**src/rtl/lsu_if.sv**
```systemverilog
// lsu_if: execute-stage request/response bundle and data-memory port bundle.
// lsu_if (master = execute stage, slave = LSU):
//   req_valid/req_ready handshake, req_wr, req_size (funct3), req_addr, req_wdata;
//   resp_valid pulse with resp_rdata, resp_misaligned, resp_fault.
// lsu_mem_if (master = LSU, slave = memory block):
//   mem_addr/mem_size/mem_en/mem_wr/mem_wdata out, mem_rdata/mem_exception back.
interface lsu_if;
    logic        req_valid;
    logic        req_ready;
    logic        req_wr;
    logic [2:0]  req_size;
    logic [31:0] req_addr;
    logic [31:0] req_wdata;
    logic        resp_valid;
    logic [31:0] resp_rdata;
    logic        resp_misaligned;
    logic        resp_fault;
    modport master (
        output req_valid, req_wr, req_size, req_addr, req_wdata,
        input  req_ready, resp_valid, resp_rdata, resp_misaligned, resp_fault
    );
    modport slave (
        input  req_valid, req_wr, req_size, req_addr, req_wdata,
        output req_ready, resp_valid, resp_rdata, resp_misaligned, resp_fault
    );
endinterface

interface lsu_mem_if #(parameter int ADDR_BITS = 16);
    logic [ADDR_BITS-1:0] mem_addr;
    logic [2:0]           mem_size;
    logic                 mem_en;
    logic                 mem_wr;
    logic [31:0]          mem_wdata;
    logic [31:0]          mem_rdata;
    logic                 mem_exception;
    modport master (
        output mem_addr, mem_size, mem_en, mem_wr, mem_wdata,
        input  mem_rdata, mem_exception
    );
    modport slave (
        input  mem_addr, mem_size, mem_en, mem_wr, mem_wdata,
        output mem_rdata, mem_exception
    );
endinterface

```
**src/rtl/lsu.sv**
```systemverilog
// lsu: load/store unit driving the data-memory port for one request at a time.
// Ports:
//   CLK, RST   clock and synchronous active-high reset
//   req        lsu_if.slave: request handshake in, single-cycle response out
//   mem        lsu_mem_if.master: memory block port; addr/size held through read-data cycle
module lsu #(
    parameter logic [31:0] MEM_BASE  = 32'h0000_0000,
    parameter int          ADDR_BITS = 16
) (
    input  logic      CLK,
    input  logic      RST,
    lsu_if.slave      req,
    lsu_mem_if.master mem
);
    localparam logic [1:0] IDLE   = 2'd0;
    localparam logic [1:0] ACCESS = 2'd1;
    localparam logic [1:0] HOLD   = 2'd2;
    localparam logic [1:0] RESP   = 2'd3;

    logic [1:0]           state;
    logic                 wr_q;
    logic [2:0]           size_q;
    logic [ADDR_BITS-1:0] addr_q;
    logic [31:0]          wdata_q;
    logic [31:0]          rdata_q;
    logic                 mis_q;
    logic                 fault_q;
    logic                 illegal;
    logic                 misaligned;
    logic                 out_of_range;

    // Illegal size codes are reported as alignment exceptions.
    assign illegal      = req.req_size == 3'b011 || req.req_size[2:1] == 2'b11;
    assign misaligned   = illegal
                        || (req.req_size[1:0] == 2'b01 && req.req_addr[0])
                        || (req.req_size == 3'b010 && req.req_addr[1:0] != 2'b00);
    assign out_of_range = req.req_addr[31:ADDR_BITS] != MEM_BASE[31:ADDR_BITS];

    // Ready is masked by RST so it stays low for the whole reset pulse.
    assign req.req_ready       = state == IDLE && !RST;
    assign req.resp_valid      = state == RESP;
    assign req.resp_rdata      = rdata_q;
    assign req.resp_misaligned = mis_q;
    assign req.resp_fault      = fault_q;

    // The latched request drives the memory port directly, so addr/size stay put through HOLD and IDLE.
    assign mem.mem_addr  = addr_q;
    assign mem.mem_size  = size_q;
    assign mem.mem_wdata = wdata_q;
    assign mem.mem_en    = state == ACCESS;
    assign mem.mem_wr    = state == ACCESS && wr_q;

    always_ff @(posedge CLK) begin
        if (RST) begin
            state   <= IDLE;
            wr_q    <= 1'b0;
            size_q  <= 3'b000;
            addr_q  <= '0;
            wdata_q <= 32'h0;
            rdata_q <= 32'h0;
            mis_q   <= 1'b0;
            fault_q <= 1'b0;
        end else begin
            case (state)
                IDLE: if (req.req_valid) begin
                    wr_q    <= req.req_wr;
                    size_q  <= req.req_size;
                    addr_q  <= req.req_addr[ADDR_BITS-1:0];
                    wdata_q <= req.req_wdata;
                    mis_q   <= misaligned;
                    fault_q <= !misaligned && out_of_range;
                    state   <= (misaligned || out_of_range) ? RESP : ACCESS;
                end
                ACCESS: begin
                    fault_q <= mem.mem_exception;
                    state   <= (mem.mem_exception || wr_q) ? RESP : HOLD;
                end
                HOLD: begin
                    rdata_q <= mem.mem_rdata;
                    state   <= RESP;
                end
                default: begin
                    rdata_q <= 32'h0;
                    mis_q   <= 1'b0;
                    fault_q <= 1'b0;
                    state   <= IDLE;
                end
            endcase
        end
    end
endmodule

```
**src/flat_wrapper.sv**
```systemverilog
// flat-port wrapper written by rule: the top's interface ports become plain ports
module lsu_flat 
#(
    parameter logic [31:0] MEM_BASE  = 32'h0000_0000,
    parameter int          ADDR_BITS = 16
)
  (CLK, RST, req_req_valid, req_req_wr, req_req_size, req_req_addr, req_req_wdata, req_req_ready, req_resp_valid, req_resp_rdata, req_resp_misaligned, req_resp_fault, mem_mem_addr, mem_mem_size, mem_mem_en, mem_mem_wr, mem_mem_wdata, mem_mem_rdata, mem_mem_exception);
  lsu_if req_i ();
  lsu_mem_if #(.ADDR_BITS(ADDR_BITS)) mem_i ();
  input  logic CLK;
  input  logic RST;
  input wire logic [$bits(req_i.req_valid)-1:0] req_req_valid;
  input wire logic [$bits(req_i.req_wr)-1:0] req_req_wr;
  input wire logic [$bits(req_i.req_size)-1:0] req_req_size;
  input wire logic [$bits(req_i.req_addr)-1:0] req_req_addr;
  input wire logic [$bits(req_i.req_wdata)-1:0] req_req_wdata;
  output wire logic [$bits(req_i.req_ready)-1:0] req_req_ready;
  output wire logic [$bits(req_i.resp_valid)-1:0] req_resp_valid;
  output wire logic [$bits(req_i.resp_rdata)-1:0] req_resp_rdata;
  output wire logic [$bits(req_i.resp_misaligned)-1:0] req_resp_misaligned;
  output wire logic [$bits(req_i.resp_fault)-1:0] req_resp_fault;
  output wire logic [$bits(mem_i.mem_addr)-1:0] mem_mem_addr;
  output wire logic [$bits(mem_i.mem_size)-1:0] mem_mem_size;
  output wire logic [$bits(mem_i.mem_en)-1:0] mem_mem_en;
  output wire logic [$bits(mem_i.mem_wr)-1:0] mem_mem_wr;
  output wire logic [$bits(mem_i.mem_wdata)-1:0] mem_mem_wdata;
  input wire logic [$bits(mem_i.mem_rdata)-1:0] mem_mem_rdata;
  input wire logic [$bits(mem_i.mem_exception)-1:0] mem_mem_exception;
  assign req_i.req_valid = req_req_valid;
  assign req_i.req_wr = req_req_wr;
  assign req_i.req_size = req_req_size;
  assign req_i.req_addr = req_req_addr;
  assign req_i.req_wdata = req_req_wdata;
  assign req_req_ready = req_i.req_ready;
  assign req_resp_valid = req_i.resp_valid;
  assign req_resp_rdata = req_i.resp_rdata;
  assign req_resp_misaligned = req_i.resp_misaligned;
  assign req_resp_fault = req_i.resp_fault;
  assign mem_mem_addr = mem_i.mem_addr;
  assign mem_mem_size = mem_i.mem_size;
  assign mem_mem_en = mem_i.mem_en;
  assign mem_mem_wr = mem_i.mem_wr;
  assign mem_mem_wdata = mem_i.mem_wdata;
  assign mem_i.mem_rdata = mem_mem_rdata;
  assign mem_i.mem_exception = mem_mem_exception;
  lsu #(.MEM_BASE(MEM_BASE), .ADDR_BITS(ADDR_BITS)) u_core (.CLK(CLK), .RST(RST), .req(req_i), .mem(mem_i));
endmodule
```
**config.mk**
```make
export PLATFORM = sky130hd
export DESIGN_NAME = lsu_flat
export DESIGN_NICKNAME = d
export VERILOG_FILES = /design/src/rtl/lsu_if.sv /design/src/rtl/lsu.sv /design/src/flat_wrapper.sv
export SDC_FILE = /design/constraint.sdc
export NUM_CORES = 1
export LEC_CHECK = 0
export ABC_AREA = 1
export ABC_CLOCK_PERIOD_IN_PS = 1570
export CORE_MARGIN = 3
export CORE_UTILIZATION = 38
export CTS_CLUSTER_SIZE = 24
export DETAILED_ROUTE_END_ITERATION = 6
export GPL_TIMING_DRIVEN = 0
export MAX_ROUTING_LAYER = met4
export PLACE_DENSITY = 0.82
export SLEW_MARGIN = 20
export SYNTH_ARGS = -nofsm -noshare
export SYNTH_HDL_FRONTEND = slang
export SYNTH_SLANG_ARGS = --single-unit
```
**constraint.sdc**
```tcl
create_clock -name CLK -period 1.57 [get_ports CLK]
set_clock_uncertainty 0.1 [all_clocks]
set_input_delay 0.3925 -clock CLK [delete_from_list [all_inputs] [get_ports CLK]]
set_output_delay 0.3925 -clock CLK [all_outputs]
set_load 0.01 [all_outputs]
```
==> flow_summary.json <==
{
  "regArea_sq_mm": 0.00177,
  "whs_endpoint": "u_core.req.resp_rdata[17]$_SDFFE_PP0N_",
  "die_x_um": 100,
  "place_hpwl_mm": 8.14,
  "synth_compound_area_share_pct": 18.2,
  "drt_iter0_drc": 103,
  "crit_required_ps": 1080,
  "synthAdderAreaFrac_pct": 1.48,
  "p_leak_nw": 2.52,
  "cts_buffers": 9,
  "clkTransAtPathRegs_ps": 90,
  "synth_top_family_by_area": "simple AND/OR/NAND/NOR gates",
  "core_area_sq_mm": 0.00842,
  "syn-num-nets": 538,
  "worstReg2RegEnd": "u_core.req.resp_rdata[5]$_SDFFE_PP0N_",
  "critPathMaxFanout": 4,
  "grt_overflow": 0,
  "drive_gt1_share_pct": 10.1,
  "postSynthAreaPerCell_sq_um": 7.88,
  "cpMaxStageDelayCell": "dfxtp_4",
  "cts.sinks": 88,
  "synth_top_area_share_pct": 52.0,
  "drv_cap": 0,
  "wl_per_cell_um": 14.2,
  "crit_top_cell": "inv_4",
  "grt_pass1_vias": 3442,
  "diodes": 0,
  "setup_violations": 3,
  "synth_mux_area_share_pct": 0,
  "cts_tree": "built",
  "ys_top_cells_by_area": "dfxtp_1, nor2_1, o21ai_0",
  "drc": 0,
  "worst_hold_path_type": "in -> reg",
  "synth-simple-area-share_pct": 21.2,
  "syn_inst": 430,
  "min_period_over_period_pct": 107,
  "worst_ep_arrival_time_ps": 1190,
  "end_kind": "primary output",
  "status": "complete, but fails checks",
  "grt_pass1_wl_mm": 16.3,
  "io_buffers": 191,
  "area_growth_pct": 67.5,
  "h-tree-depth": 3,
  "start_kind": "register",
  "synth_cell_types": 22,
  "die_area_sq_mm": 0.0101,
  "holdWs_ps": 162,
  "vias": 3606,
  "nets": 745,
  "dieHeight_um": 100,
  "rr_startpoint": "u_core.state[0]$_SDFFE_PP0N_",
  "clk_path_buf_depth": 2,
  "synth_commonest_cells": "nor2_1, dfxtp_1, o21ai_0",
  "worstMarginPinSlew_ps": 487,
  "viasPerCell": 4.83,
  "seq_area_frac_synth_pct": 52.0,
  "ys_ff_latch": 88,
  "drtAntennaViolNets": 0,
  "hold_viol": 0,
  "cpPeakStageDelay_ps": 390,
  "ios": 193,
  "synth_most_common_cell": "nor2_1",
  "synthArstFlopShare_pct": 0,
  "wl_mm": 10.6,
  "yosysTopAreaCell": "dfxtp_1",
  "setup-tns-final_ps": -238,
  "fmax_mhz": 596,
  "gp_congestion": 0.810,
  "antenna_found_initial": 0,
  "root_buffer": "clkbuf_8",
  "drv_slew": 0,
  "cp_num_buf_inv": 3,
  "fillCellCount": 746,
  "peakVddDrop_mv": 0.727,
  "hold_depth": 2,
  "yosys_warnings": 0,
  "insertion_delay_ps": 340,
  "crit_family": "flip-flops",
  "crit_type": "reg -> out",
  "relSlewSlack_pct": 67.5,
  "grt.total_usage_pct": 20.7,
  "dr.pass1.iters": 4,
  "synth_flop_cell": "dfxtp_1",
  "fin_ws_ps": -108,
  "period_minus_slack_ps": 1680,
  "rsz0062_at_grt": "true",
  "grt_max_degree": 15,
  "ctsHoldBuffers": 0,
  "r2r.worst_path.cells": 7,
  "rows": 33,
  "synth-edff-count": 0,
  "worstHoldStart": "RST",
  "synth_area_sq_mm": 0.00339,
  "synth_xor_area_share_pct": 0,
  "multi_input_area_sq_mm": 0.00143,
  "r2r_setup_slack_ps": 50,
  "start_util_pct": 40.2,
  "crit_path_cell_trace": "inv_4 -> ha_4 -> inv_4 -> nor2_2 -> buf_2",
  "violations": "setup timing",
  "powerDensity_mw_per_mm2": 1570
}
-- layout make-up --
| cell class | count | area share [%] |
|---|---|---|
| plain buffers | 31 | 3.77 |
| clock buffers | 10 | 2.25 |
| clock inverters | 5 | 1.87 |
| inverters | 8 | 0.771 |
| multi-input cells | 301 | 25.1 |
| flip-flops and latches | 88 | 31.1 |
| well taps | 105 | 2.31 |
| repair buffers | 198 | 32.8 |
-- how the worst max path moves through the flow --
stage / startpoint / end / slack (ps) / depth (start not counted)
2_1_floorplan: u_core.state[1]$_SDFFE_PP0N_ / mem_mem_wr / 130 / 4
3_3_place_gp: u_core.state[1]$_SDFFE_PP0N_ / mem_mem_wr / -430 / 5
3_5_place_dp: u_core.state[1]$_SDFFE_PP0N_ / mem_mem_wr / -450 / 5
4_1_cts: u_core.state[1]$_SDFFE_PP0N_ / mem_mem_wr / -220 / 5
5_1_grt: u_core.state[0]$_SDFFE_PP0N_ / req_req_ready / -150 / 5
6_report: u_core.state[0]$_SDFFE_PP0N_ / req_req_ready / -110 / 5
-- worst register-to-register path, delay by kind of cell, from the launching register on --
| kind | cells | cell delay, ps |
|---|---|---|
| compound gates | 1 | 160 |
| fa+ha+maj | 1 | 250 |
| buf+inv | 4 | 480 |
| flops | 1 | 380 |
| simple gates | 1 | 90 |
-- per-stage QoR --
step	instance area (sq um)	power, mW	utilization (%)	instances	setup WS, ps
after detailed placement	5430	7.10	64.5	726	-454
final	5680	8.92	67.4	746	-108
after CTS	5650	8.86	67.1	745	-218
after floorplan	3390	5.26	-	430	133
after global routing	5680	9.51	67.4	746	-152
after global placement	5430	7.00	64.5	726	-434
-- timing repair --
item,in CTS,in global routing
resized for setup,115,25
setup endpoints to repair,123,80
buffers inserted,5,2
pin swaps,1,2
-- cells by family after synthesis --
family | Yosys count
DFF | 88
and+or+nand+nor | 174
buffers and inverters | 41
AOI/OAI and AO/OA | 123
adders and majority gates | 4
-- cell usage in the layout (no fill, tap or decap), types with 2 or more instances in the layout --
| cell type | instances |
|---|---|
| ha_2 | 2 |
| bufinv_16 | 3 |
| clkbuf_4 | 3 |
| buf_6 | 13 |
| buf_2 | 4 |
| a21oi_1 | 36 |
| o21ai_0 | 52 |
| dlygate4sd2_1 | 85 |
| buf_4 | 8 |
| nor2_1 | 117 |
| nand3_1 | 35 |
| o21ai_1 | 34 |
| clkbuf_2 | 6 |
| inv_4 | 3 |
| clkbuf_1 | 9 |
| nor2_2 | 2 |
| dfxtp_1 | 86 |
| ha_4 | 2 |
| inv_1 | 2 |
| clkbuf_8 | 9 |
| nand2_1 | 16 |
| clkdlybuf4s50_1 | 102 |
-- registers in the layout (all words and copies together) (netlist names) --
register                    count
u_core.mem.mem_addr            16
u_core.mem.mem_size             3
u_core.mem.mem_wdata           32
u_core.req.resp_fault           1
u_core.req.resp_misaligned      1
u_core.req.resp_rdata          32
u_core.state                    2
u_core.wr_q                     1
-- layer usage --
layer  GRT usage, %  up-vias  routed length [um]
li1               -     1840                   -
met2           35.6      132                5430
met4           4.25        0                  66
met5              -        -                   0
met1           24.2     1628                4270
met3           5.91        6                 829
-- where the power goes --
part / leakage [nW] / switching [mW] / internal (mW)
registers: 0.723 / 0.270 / 2.77
logic: 1.68 / 2.23 / 1.82
clock network: 0.113 / 0.782 / 1.05
Note: power is estimated with default switching activity, not from simulation.
